==> src/rtl/i2c_init_seq_pkg.sv <==
`default_nettype none
// +----------------------------------------------------------------------+
// | Module   : i2c_pkg                                                   |
// | Brief    : Shared types and constants for the I2C init sequencer.    |
// | Revision : 1.0 - initial release                                     |
// +----------------------------------------------------------------------+
package i2c_pkg;

  // Table entry layout: {SubAddrH, SubAddrL, Data}
  localparam int c_entry_w = 24;

  // Default 8-bit device write address
  localparam logic [7:0] c_dev_addr_def = 8'h78;

  // Sequencer state encodings
  localparam logic [2:0] c_st_idle = 3'd0;
  localparam logic [2:0] c_st_load = 3'd1;
  localparam logic [2:0] c_st_req  = 3'd2;
  localparam logic [2:0] c_st_wait = 3'd3;
  localparam logic [2:0] c_st_err  = 3'd4;
  localparam logic [2:0] c_st_gap  = 3'd5;
  localparam logic [2:0] c_st_done = 3'd6;
  localparam logic [2:0] c_st_fail = 3'd7;

  typedef enum logic [2:0] {
    S_IDLE = c_st_idle,
    S_LOAD = c_st_load,
    S_REQ  = c_st_req,
    S_WAIT = c_st_wait,
    S_ERR  = c_st_err,
    S_GAP  = c_st_gap,
    S_DONE = c_st_done,
    S_FAIL = c_st_fail
  } seq_state_t;

endpackage
`default_nettype wire

==> src/rtl/i2c_init_seq_if.sv <==
`default_nettype none
// +----------------------------------------------------------------------+
// | Module   : i2c_init_seq_if                                           |
// | Brief    : Request/bus signals between init sequencer and I2C master.|
// | Revision : 1.0 - initial release                                     |
// +----------------------------------------------------------------------+
interface i2c_init_seq_if;
  logic       write;
  logic [7:0] Addr;
  logic [7:0] SubAddrH;
  logic [7:0] SubAddrL;
  logic [7:0] Data;
  logic       ready;
  logic       errory;

  // Requester side (the init sequencer)
  modport master (
    output write, Addr, SubAddrH, SubAddrL, Data,
    input  ready, errory
  );

  // Responder side (the I2C write master)
  modport slave (
    input  write, Addr, SubAddrH, SubAddrL, Data,
    output ready, errory
  );
endinterface
`default_nettype wire

==> src/rtl/i2c_init_rom.sv <==
`default_nettype none
// +----------------------------------------------------------------------+
// | Module   : i2c_init_rom                                              |
// | Brief    : Combinational register-init table, {SubAddrH,L,Data}.     |
// | Revision : 1.0 - initial release                                     |
// +----------------------------------------------------------------------+
module i2c_init_rom
  import i2c_pkg::*;
#(
  parameter int NUM_REGS = 16
) (
  input  wire logic [7:0]           idx,
  output logic      [c_entry_w-1:0] entry
);

  localparam logic [8:0] c_num_regs = 9'(NUM_REGS);

  // Table lookup; anything past the configured length reads as zero
  always_comb begin
    entry = '0;
    if ({1'b0, idx} < c_num_regs) begin
      case (idx)
        8'd0:    entry = 24'h30_08_82;
        8'd1:    entry = 24'h31_03_03;
        8'd2:    entry = 24'h30_17_FF;
        8'd3:    entry = 24'h30_18_FF;
        8'd4:    entry = 24'h30_34_1A;
        8'd5:    entry = 24'h30_35_11;
        8'd6:    entry = 24'h30_36_46;
        8'd7:    entry = 24'h30_37_13;
        8'd8:    entry = 24'h31_08_01;
        8'd9:    entry = 24'h36_30_36;
        8'd10:   entry = 24'h36_31_0E;
        8'd11:   entry = 24'h36_32_E2;
        8'd12:   entry = 24'h36_33_12;
        8'd13:   entry = 24'h36_21_E0;
        8'd14:   entry = 24'h37_04_A0;
        8'd15:   entry = 24'h37_03_5A;
        default: entry = '0;
      endcase
    end
  end

endmodule
`default_nettype wire

==> src/rtl/i2c_init_seq.sv <==
`default_nettype none
// +----------------------------------------------------------------------+
// | Module   : i2c_init_seq                                              |
// | Brief    : Power-up register-init sequencer driving an I2C write     |
// |            master: walks the init table, retries NACKed writes and   |
// |            reports done/fail.                                        |
// | Revision : 1.0 - initial release                                     |
// +----------------------------------------------------------------------+
module i2c_init_seq
  import i2c_pkg::*;
#(
  parameter int         NUM_REGS   = 16,
  parameter logic [7:0] DEV_ADDR   = c_dev_addr_def,
  parameter int         MAX_RETRY  = 3,
  parameter int         GAP_CYCLES = 64,
  parameter int         TIMEOUT    = 4096
) (
  input  wire logic       I2C_clk,
  input  wire logic       reset,
  input  wire logic       start,
  i2c_init_seq_if.master  bus,
  output logic            busy,
  output logic            done,
  output logic            fail,
  output logic [7:0]      reg_idx
);

  localparam int               c_tmo_w     = $clog2(TIMEOUT) + 1;
  localparam int               c_gap_w     = $clog2(GAP_CYCLES + 1);
  localparam logic [c_tmo_w-1:0] c_tmo_lim = c_tmo_w'(TIMEOUT - 1);
  localparam logic [c_gap_w-1:0] c_gap_lim = c_gap_w'(GAP_CYCLES - 1);
  localparam logic [7:0]       c_last_idx  = 8'(NUM_REGS - 1);
  localparam logic [7:0]       c_max_retry = 8'(MAX_RETRY);

  seq_state_t          r_state, w_state;
  logic                r_start_q, w_start_q;
  logic                r_write, w_write;
  logic [7:0]          r_sub_h, w_sub_h;
  logic [7:0]          r_sub_l, w_sub_l;
  logic [7:0]          r_data, w_data;
  logic                r_busy, w_busy;
  logic                r_done, w_done;
  logic                r_fail, w_fail;
  logic [7:0]          r_idx, w_idx;
  logic [7:0]          r_retry, w_retry;
  logic [c_gap_w-1:0]  r_gap, w_gap;
  logic [c_tmo_w-1:0]  r_tmo, w_tmo;
  logic                r_err, w_err;       // last attempt must be re-sent
  logic                r_tmo_hit, w_tmo_hit; // attempt ended by timeout
  logic                w_launch;
  logic                w_tmo_exp;
  logic [c_entry_w-1:0] w_rom;

  i2c_init_rom #(.NUM_REGS(NUM_REGS)) u_rom (
    .idx   (r_idx),
    .entry (w_rom)
  );

  assign bus.write    = r_write;
  assign bus.Addr     = DEV_ADDR;
  assign bus.SubAddrH = r_sub_h;
  assign bus.SubAddrL = r_sub_l;
  assign bus.Data     = r_data;
  assign busy         = r_busy;
  assign done         = r_done;
  assign fail         = r_fail;
  assign reg_idx      = r_idx;

  assign w_launch  = start & ~r_start_q;
  assign w_tmo_exp = (r_tmo >= c_tmo_lim);

  // State and datapath registers; async reset drops write immediately
  always_ff @(posedge I2C_clk or negedge reset) begin
    if (!reset) begin
      r_state   <= S_IDLE;
      r_start_q <= 1'b0;
      r_write   <= 1'b0;
      r_sub_h   <= '0;
      r_sub_l   <= '0;
      r_data    <= '0;
      r_busy    <= 1'b0;
      r_done    <= 1'b0;
      r_fail    <= 1'b0;
      r_idx     <= '0;
      r_retry   <= '0;
      r_gap     <= '0;
      r_tmo     <= '0;
      r_err     <= 1'b0;
      r_tmo_hit <= 1'b0;
    end else begin
      r_state   <= w_state;
      r_start_q <= w_start_q;
      r_write   <= w_write;
      r_sub_h   <= w_sub_h;
      r_sub_l   <= w_sub_l;
      r_data    <= w_data;
      r_busy    <= w_busy;
      r_done    <= w_done;
      r_fail    <= w_fail;
      r_idx     <= w_idx;
      r_retry   <= w_retry;
      r_gap     <= w_gap;
      r_tmo     <= w_tmo;
      r_err     <= w_err;
      r_tmo_hit <= w_tmo_hit;
    end
  end

  // Next-state and next-output logic for the sequencer
  always_comb begin
    w_state   = r_state;
    w_start_q = start;
    w_write   = r_write;
    w_sub_h   = r_sub_h;
    w_sub_l   = r_sub_l;
    w_data    = r_data;
    w_busy    = r_busy;
    w_done    = r_done;
    w_fail    = r_fail;
    w_idx     = r_idx;
    w_retry   = r_retry;
    w_gap     = r_gap;
    w_err     = r_err;
    w_tmo_hit = r_tmo_hit;
    // Free-running saturating counter; cleared whenever REQ/WAIT is entered
    w_tmo     = (r_tmo == '1) ? r_tmo : r_tmo + c_tmo_w'(1);

    case (r_state)
      S_IDLE, S_DONE, S_FAIL: begin
        if (w_launch) begin
          w_done    = 1'b0;
          w_fail    = 1'b0;
          w_busy    = 1'b1;
          w_idx     = '0;
          w_retry   = '0;
          w_err     = 1'b0;
          w_tmo_hit = 1'b0;
          w_state   = S_LOAD;
        end
      end

      S_LOAD: begin
        {w_sub_h, w_sub_l, w_data} = w_rom;
        w_tmo   = '0;
        w_state = S_REQ;
      end

      S_REQ: begin
        if (w_tmo_exp) begin
          w_write   = 1'b0;
          w_tmo_hit = 1'b1;
          w_state   = S_ERR;
        end else if (!r_write) begin
          // Only raise the request once the master reports idle
          if (bus.ready) begin
            w_write = 1'b1;
          end
        end else if (!bus.ready) begin
          w_write = 1'b0;
          w_tmo   = '0;
          w_state = S_WAIT;
        end
      end

      S_WAIT: begin
        if (w_tmo_exp) begin
          w_tmo_hit = 1'b1;
          w_state   = S_ERR;
        end else if (bus.ready) begin
          w_gap = '0;
          if (bus.errory) begin
            w_state = S_ERR;
          end else begin
            w_err   = 1'b0;
            w_state = S_GAP;
          end
        end
      end

      S_ERR: begin
        // A hung master is not retried: timeout fails the entry outright
        if (r_tmo_hit || (r_retry >= c_max_retry)) begin
          w_busy  = 1'b0;
          w_fail  = 1'b1;
          w_state = S_FAIL;
        end else begin
          w_retry = r_retry + 8'd1;
          w_err   = 1'b1;
          w_gap   = '0;
          w_state = S_GAP;
        end
      end

      S_GAP: begin
        if (r_gap == c_gap_lim) begin
          if (r_err) begin
            w_err   = 1'b0;
            w_tmo   = '0;
            w_state = S_REQ;
          end else if (r_idx == c_last_idx) begin
            w_busy  = 1'b0;
            w_done  = 1'b1;
            w_state = S_DONE;
          end else begin
            w_idx   = r_idx + 8'd1;
            w_retry = '0;
            w_state = S_LOAD;
          end
        end else begin
          w_gap = r_gap + c_gap_w'(1);
        end
      end

      default: w_state = S_IDLE;
    endcase
  end

endmodule
`default_nettype wire

==> src/flat_wrapper.sv <==
// flat-port wrapper written by rule: the top's interface ports become plain ports
module i2c_init_seq_flat import i2c_pkg::*;
#(
  parameter int         NUM_REGS   = 16,
  parameter logic [7:0] DEV_ADDR   = c_dev_addr_def,
  parameter int         MAX_RETRY  = 3,
  parameter int         GAP_CYCLES = 64,
  parameter int         TIMEOUT    = 4096
)
  (I2C_clk, reset, start, busy, done, fail, reg_idx, bus_write, bus_Addr, bus_SubAddrH, bus_SubAddrL, bus_Data, bus_ready, bus_errory);
  i2c_init_seq_if bus_i ();
  input  wire logic I2C_clk;
  input  wire logic reset;
  input  wire logic start;
  output logic busy;
  output logic done;
  output logic fail;
  output logic [7:0] reg_idx;
  output wire logic [$bits(bus_i.write)-1:0] bus_write;
  output wire logic [$bits(bus_i.Addr)-1:0] bus_Addr;
  output wire logic [$bits(bus_i.SubAddrH)-1:0] bus_SubAddrH;
  output wire logic [$bits(bus_i.SubAddrL)-1:0] bus_SubAddrL;
  output wire logic [$bits(bus_i.Data)-1:0] bus_Data;
  input wire logic [$bits(bus_i.ready)-1:0] bus_ready;
  input wire logic [$bits(bus_i.errory)-1:0] bus_errory;
  assign bus_write = bus_i.write;
  assign bus_Addr = bus_i.Addr;
  assign bus_SubAddrH = bus_i.SubAddrH;
  assign bus_SubAddrL = bus_i.SubAddrL;
  assign bus_Data = bus_i.Data;
  assign bus_i.ready = bus_ready;
  assign bus_i.errory = bus_errory;
  i2c_init_seq #(.NUM_REGS(NUM_REGS), .DEV_ADDR(DEV_ADDR), .MAX_RETRY(MAX_RETRY), .GAP_CYCLES(GAP_CYCLES), .TIMEOUT(TIMEOUT)) u_core (.I2C_clk(I2C_clk), .reset(reset), .start(start), .bus(bus_i), .busy(busy), .done(done), .fail(fail), .reg_idx(reg_idx));
endmodule
==> config.mk <==
export PLATFORM = sky130hd
export DESIGN_NAME = i2c_init_seq_flat
export DESIGN_NICKNAME = d
export VERILOG_FILES = /design/src/rtl/i2c_init_seq_pkg.sv /design/src/rtl/i2c_init_seq_if.sv /design/src/rtl/i2c_init_rom.sv /design/src/rtl/i2c_init_seq.sv /design/src/flat_wrapper.sv
export SDC_FILE = /design/constraint.sdc
export NUM_CORES = 1
export LEC_CHECK = 0
export ABC_AREA = 1
export CAP_MARGIN = 20
export CORE_ASPECT_RATIO = 1.75
export CORE_UTILIZATION = 40
export DETAILED_ROUTE_END_ITERATION = 10
export GPL_ROUTABILITY_DRIVEN = 0
export HOLD_SLACK_MARGIN = 0.15
export PLACE_DENSITY_LB_ADDON = 0.15
export RECOVER_POWER = 50
export SKIP_CTS_REPAIR_TIMING = 1
export SLEW_MARGIN = 20
export SYNTH_ARGS = -nofsm -noshare
export SYNTH_HDL_FRONTEND = slang
export SYNTH_SLANG_ARGS = --single-unit
==> constraint.sdc <==
create_clock -name I2C_clk -period 3 [get_ports I2C_clk]
set_clock_uncertainty 0.1 [all_clocks]
set_input_delay 0.75 -clock I2C_clk [delete_from_list [all_inputs] [get_ports I2C_clk]]
set_output_delay 0.75 -clock I2C_clk [all_outputs]
set_load 0.03 [all_outputs]
==> results of run 1 <==
## tightest hold or removal path, stage by stage, from the launching register on
cell and delay (ns):
dfrtp_1 0.34, nand2_1 0.05, nand2_1 0.05
## routing by layer
metal  vias to the layer above  global-route usage (%)  wire, um
li1                       1575                       -         -
met1                      1470                    22.1      3420
met2                        62                    35.5      4620
met3                        13                    4.64       239
met4                         0                    9.84       191
met5                         -                       0         0
## flip-flops by register name, summed over array words and instances, names as in the netlist, 3 cells and up
signal,flops
u_core.r_tmo,13
u_core.bus.Data,8
u_core.r_gap,7
u_core.bus.SubAddrH,3
u_core.r_state,3
u_core.r_retry,8
u_core.reg_idx,8
u_core.bus.SubAddrL,6
## area by class of cell
type | instances | area (sq um) | area share, %
Inverter | 54 | 203 | 4.65
Tap cell | 117 | 146 | 3.36
Timing Repair Buffer | 39 | 369 | 8.47
Multi-Input combinational cell | 342 | 1740 | 39.9
Clock buffer | 13 | 260 | 5.97
Clock inverter | 3 | 65.1 | 1.49
Sequential cell | 63 | 1580 | 36.2
## layout by cell type, fill, tap and decap left out, drive strengths merged
cell	n
a21o	1
a21oi	20
a22o	1
a22oi	2
a32o	8
a32oi	1
buf	2
bufinv	2
clkbuf	16
clkdlybuf4s50	33
clkinv	2
conb	13
dfrtp	63
dlygate4sd3	1
ha	10
inv	53
nand2	114
nand3	26
nand3b	1
nand4	9
nor2	68
nor3	4
o211ai	2
o21a	2
o21ai	41
o22ai	1
o311ai	1
or2	5
xnor2	2
xor2	10
## per-stage QoR
stage / total power (W) / util, % / worst slack [ns] / instance area, sq um / hold WS (ns)
after floorplan: 0.00218 / - / 1.07 / 3690 / 0.354
after global placement: 0.00258 / 46.0 / 0.774 / 4040 / 0.367
after detailed placement: 0.00258 / 46.0 / 0.746 / 4040 / 0.368
after CTS: 0.00374 / 49.7 / 0.415 / 4370 / 0.356
after global routing: 0.00395 / 49.6 / 0.383 / 4360 / 0.404
final: 0.00369 / 49.6 / 0.425 / 4360 / 0.374
## worst paths after layout
check,startpoint,endpoint,depth (start not counted)
min reg2reg,u_core.fail,u_core.fail,2
max in group asynchronous,reset,u_core.r_retry[6],2
min,u_core.fail,u_core.fail,2
max reg2reg,u_core.r_state[1],u_core.bus.Data[0],9
min in group asynchronous,reset,u_core.r_gap[2],1
max,u_core.reg_idx[3],reg_idx[3],1
## power groups by stage
stage	logic (W)	registers [W]	clock network (W)
after global placement	0.00143	0.00115	0
after CTS	0.00144	0.00113	0.00117
after detailed placement	0.00144	0.00115	0
final	0.00142	0.00113	0.00114
after floorplan	0.000899	0.00128	0
after global routing	0.00160	0.00116	0.00120
## kinds of logic (layout without fill, tap and decap cells)
family,after synthesis,in the layout,share of synthesized area (%)
AO/OA/AOI/OAI,80,80,13.2
XOR/XNOR,12,12,2.88
AND/OR/NAND/NOR,227,227,26.9
flip-flops,63,63,43.3
adder cells (fa/ha/maj),10,10,3.43
other,2,13,0.206
buffers and inverters,78,109,10.1
==> flow_summary_export.csv, run 1 <==
group,metric,value,unit
logic_synthesis,yosys.area.top_type,"dfrtp_1",
run_status,status,"complete, but fails checks",
routing,firstDrtPassIters,4,
sta,worstMarginPinSlew,1.53,ns
setup_path,r2r_setup_slack,0.72,ns
setup_path,cp.arrival,1.73,ns
floorplan,core_area,8780,sq um
global_routing,grt_first_pass_wirelength,14.4,mm
logic_synthesis,ys_ff_latch,63,
logic_synthesis,yosysTopAreaCellShare,43.3,%
sta,hold_viol,0,
setup_path,cp-end-kind,"primary output",
power,power_frac_clock,31.0,%
sta,slew_violations,29,
place,dpl.cell_count,615,
power,p_seq_share,30.7,%
routing,wl,8.47,mm
floorplan,num_rows,45,
floorplan,die_y,128,um
logic_synthesis,yosysMostFrequentCell,"nand2_1",
logic_synthesis,yosysWarnings,0,
logic_synthesis,synth-main-ff-cell,"dfrtp_1",
layout,areaGrowthSynthToFinish,19.5,%
setup_path,worstSetupPathType,"register to primary output",
cts,numCtsBuffers,9,
place,dp_hpwl,6.27,mm
power,cell_internal_pwr,0.00225,W
global_routing,grt_pass1_vias,3061,
logic_synthesis,synthTopCellsByCount,"nand2_1, dfrtp_1, nor2_1",
power,sw_frac_of_total,39.1,%
power,power.switching,0.00144,W
sta,rsz0062_at_grt,"false",
setup_path,cpLargestDelayFamily,"buffers and inverters",
cts,clk_latency,0.34,ns
sta,min_period_over_period,85.8,%
logic_synthesis,synth_edf_count,0,
place,io_buffers,35,
routing,drc_errors,0,
global_routing,grt-ovfl-total,0,
floorplan,die_area,9510,sq um
floorplan,ios,49,
logic_synthesis,ys_seq_area_share,43.3,%
cts,cts_root_buf,"clkbuf_16",
global_routing,antenna_found_initial,0,
global_routing,grt_max_degree,29,
sta,finalSetupViolCount,0,
power,vdd_drop_max,483,uV
sta,max_slew_margin,-1.72,%
routing,vias,3120,
layout,diodes,0,
sta,fmax,388,MHz
setup_path,cp-start-kind,"register",
sta,fin_setup_tns,0,ns
setup_path,critPathBufInv,1,
floorplan,die_x,74.2,um
setup_path,worstPathRequired,2.15,ns
logic_synthesis,synthCells,472,
cts,cts_sinks,63,
cts,cts_buffer_depth,2,
logic_synthesis,postSynthAreaPerCell,7.72,sq um
setup_path,crit_fanout,16,
setup_path,path_cells,"clkdlybuf4s50_1",
layout,nNetsFinal,524,
power,leakage,2.06,nW
layout,layout-drive-gt1-share,8.17,%
logic_synthesis,async_reset_ff_share,100,%
flow_run,maxCapViolations,1,
cts,htree_levels,3,
routing,routed_via_density,4.94,
power,power_density,847,nW/um^2
layout,num-fill-cells,883,
setup_path,cp_slowest_cell,"clkdlybuf4s50_1",
cts,clk_pin_slew,0.05,ns
routing,wl_per_cell,13.4,um
power,p_comb_share,38.4,%
run_status,violations,"max-capacitance violations, max-slew violations",
setup_path,cpPeakStageDelay,0.76,ns
logic_synthesis,syn-cell-area,3640,sq um
cts,cts_tree,"built",
logic_synthesis,synthTopCellsByArea,"dfrtp_1, nand2_1, nor2_1",
worst_hold_path,hold_path_class,"register to register",
floorplan,start_util,41.5,%
routing,drtAntennaViolNets,0,
layout,stdcell_count,631,
global_routing,grt_use_total,20.2,%
logic_synthesis,ys_types,40,
sta,fin_crit,2.58,ns
routing,drt-initial-drc-count,186,
(Power assumes the default switching activity.)
==> inputs of run 2 (changes only) <==
--- a/config.mk
+++ b/config.mk
@@ -14,8 +14,10 @@
 export HOLD_SLACK_MARGIN = 0.15
 export PLACE_DENSITY_LB_ADDON = 0.15
 export RECOVER_POWER = 50
+export REMOVE_ABC_BUFFERS = 1
 export SKIP_CTS_REPAIR_TIMING = 1
 export SLEW_MARGIN = 20
 export SYNTH_ARGS = -nofsm -noshare
 export SYNTH_HDL_FRONTEND = slang
+export SYNTH_HIERARCHICAL = 1
 export SYNTH_SLANG_ARGS = --single-unit
==> run 2 against run 1 <==
Effect of this change: the flow now finishes without violations; cell count rose by 9.8%; combinational power rose by 8%; critical endpoint unchanged; power rose by 7.8%.
==> flow_summary_export.csv, run 2 <==
group,metric,value,unit
sta,min_period_over_period,85.4,%
logic_synthesis,ys_seq_area_share,41.9,%
power,power_frac_clock,30.7,%
logic_synthesis,yosysTopAreaCellShare,41.9,%
flow_run,maxCapViolations,0,
global_routing,grt_pass1_vias,3413,
power,p_total,0.00398,W
cts,cts_root_buf,"clkbuf_16",
run_status,status,"finished clean",
setup_path,cpPeakStageDelay,0.77,ns
sta,slew_violations,0,
logic_synthesis,synth-main-ff-cell,"dfrtp_1",
setup_path,cp-end-kind,"primary output",
power,sw_frac_of_total,38.3,%
worst_hold_path,min_from,"u_core/busy",
logic_synthesis,synthCells,523,
power,cell_internal_pwr,0.00245,W
logic_synthesis,syn-cell-area,4180,sq um
layout,layout-drive-gt1-share,13.4,%
cts,numCtsBuffers,9,
sta,finalSetupViolCount,0,
floorplan,core_area,10200,sq um
power,leakage,2.37,nW
global_routing,grt_max_degree,44,
power,power.switching,0.00152,W
sta,rsz0062_at_grt,"false",
power,p_comb_share,38.8,%
setup_path,worstReg2RegStart,"u_core/r_state[1]",
cts,clk_latency,0.34,ns
routing,drc_errors,0,
power,p_seq_share,30.5,%
logic_synthesis,ys_types,34,
sta,fin_crit,2.56,ns
power,power_density,811,nW/um^2
place,io_buffers,40,
logic_synthesis,ys_ff_latch,70,
sta,max_slew_margin,1.89,%
setup_path,crit_fanout,15,
logic_synthesis,yosys.area.top_type,"dfrtp_1",
sta,fmax,390,MHz
routing,firstDrtPassIters,4,
global_routing,grt-ovfl-total,0,
global_routing,grt_first_pass_wirelength,15.6,mm
floorplan,die_y,137,um
cts,cts_tree,"built",
floorplan,start_util,40.8,%
place,dp_hpwl,6.77,mm
sta,worstMarginPinSlew,1.47,ns
sta,hold_ws,0.390,ns
setup_path,cp_slowest_cell,"clkdlybuf4s50_1",
setup_path,cp.arrival,1.71,ns
layout,most-common-layout-cells,"nand2_1, nor2_1, dfrtp_1",
floorplan,ios,49,
setup_path,cpLargestDelayFamily,"buffers and inverters",
setup_path,cp-start-kind,"register",
routing,wl_per_cell,13.0,um
layout,num-fill-cells,989,
layout,final_common_cell,"nand2_1",
worst_hold_path,hold_path_class,"register to register",
layout,nNetsFinal,578,
global_routing,grt_use_total,18.7,%
layout,top_register,"u_core/r_tmo",
setup_path,crit_start,"u_core/reg_idx[3]",
layout,largest_register_ffs,13,
cts,htree_levels,3,
logic_synthesis,synthTopCellsByArea,"dfrtp_1, nand2_1, mux2_2",
global_routing,antenna_found_initial,0,
logic_synthesis,postSynthAreaPerCell,7.99,sq um
floorplan,die_x,79.3,um
routing,wl,8.99,mm
place,dpl_cell_area,4590,sq um
layout,diodes,0,
routing,drtAntennaViolNets,0,
layout,areaGrowthSynthToFinish,17.4,%
routing,routed_via_density,4.94,
sta,fin_setup_tns,0,ns
cts,cts_sinks,70,
setup_path,worstPathRequired,2.15,ns
setup_path,critPathBufInv,1,
floorplan,num_rows,49,
setup_path,worstSetupPathType,"register to primary output",
layout,design_area,4910,sq um
logic_synthesis,yosysMostFrequentCell,"nand2_1",
logic_synthesis,yosysWarnings,6,
cts,clk_pin_slew,0.06,ns
power,vdd_drop_max,441,uV
logic_synthesis,async_reset_ff_share,100,%
logic_synthesis,synth_edf_count,0,
routing,vias,3420,
sta,hold_viol,0,
routing,drt-initial-drc-count,183,
cts,cts_buffer_depth,2,
logic_synthesis,synthTopCellsByCount,"nand2_1, dfrtp_1, nor2_1",
floorplan,die_area,10900,sq um
setup_path,path_cells,"clkdlybuf4s50_1",
==> run 2: cell count changes after synthesis, sizes merged, moves of 3 or more <==
cell	previous run	this run
dfrtp	63	70
o21ai	41	36
buf	21	26
xor2	10	6
a32o	8	0
nand4	9	4
inv	53	56
nand3	26	37
mux2	0	24
a21oi	20	15
nor2	68	75
nand2	114	138
nand3b	1	5
clkbuf	3	0
==> run 2: layout make-up <==
cell class	instances	area (sq um)	area share, %
timing repair buffer	43	417	8.49
tap	127	159	3.24
clock inverter	6	110	2.24
clock buffer	10	229	4.67
inverter	56	210	4.28
sequential	70	1750	35.7
multi-input combinational	381	2030	41.4
==> run 2: final timing paths <==
| kind | slack, ns | cells past startpoint | endpoint |
|---|---|---|---|
| max | 0.44 | 1 | reg_idx[3] |
| min | 0.39 | 2 | u_core/busy |
| max reg2reg | 0.49 | 9 | u_core/reg_idx[5] |
| min reg2reg | 0.39 | 2 | u_core/busy |
| max in group asynchronous | 0.74 | 2 | u_core/r_retry[3] |
| min in group asynchronous | 0.65 | 1 | u_core/bus.SubAddrL[3] |
==> run 2: cells by family after synthesis <==
family | synth area share [%]
AND/OR/NAND/NOR | 27.7
multiplexers | 6.71
adder cells (fa/ha/maj) | 3.59
XOR/XNOR | 1.68
flip-flops | 41.9
AO/OA/AOI/OAI | 8.02
buffers and inverters | 10.1
other | 0.269
==> run 2: through the flow <==
stage	utilization, %	std cells	setup slack (ns)
after floorplan	-	507	0.967
after detailed placement	44.9	677	0.617
after CTS	48.2	693	0.409
after global placement	44.9	677	0.655
final	47.9	693	0.437
after global routing	47.9	693	0.191
==> run 2: power by group through the flow <==
stage                     Combinational, W  Clock (W)  Sequential [W]
final                              0.00154    0.00122         0.00122
after global placement             0.00154          0         0.00123
after floorplan                   0.000935          0         0.00138
after CTS                          0.00157    0.00126         0.00122
after global routing               0.00171    0.00130         0.00123
after detailed placement           0.00156          0         0.00123
==> run 2: metal layers <==
metal	wire length [um]	up-vias	GRT usage [%]	part of all wire (%)
met2	4940	69	34.1	55
met3	241	21	4.11	2.7
met5	0	-	0	0
met4	282	0	10.6	3.1
met1	3530	1615	19.5	39
li1	-	1715	-	-
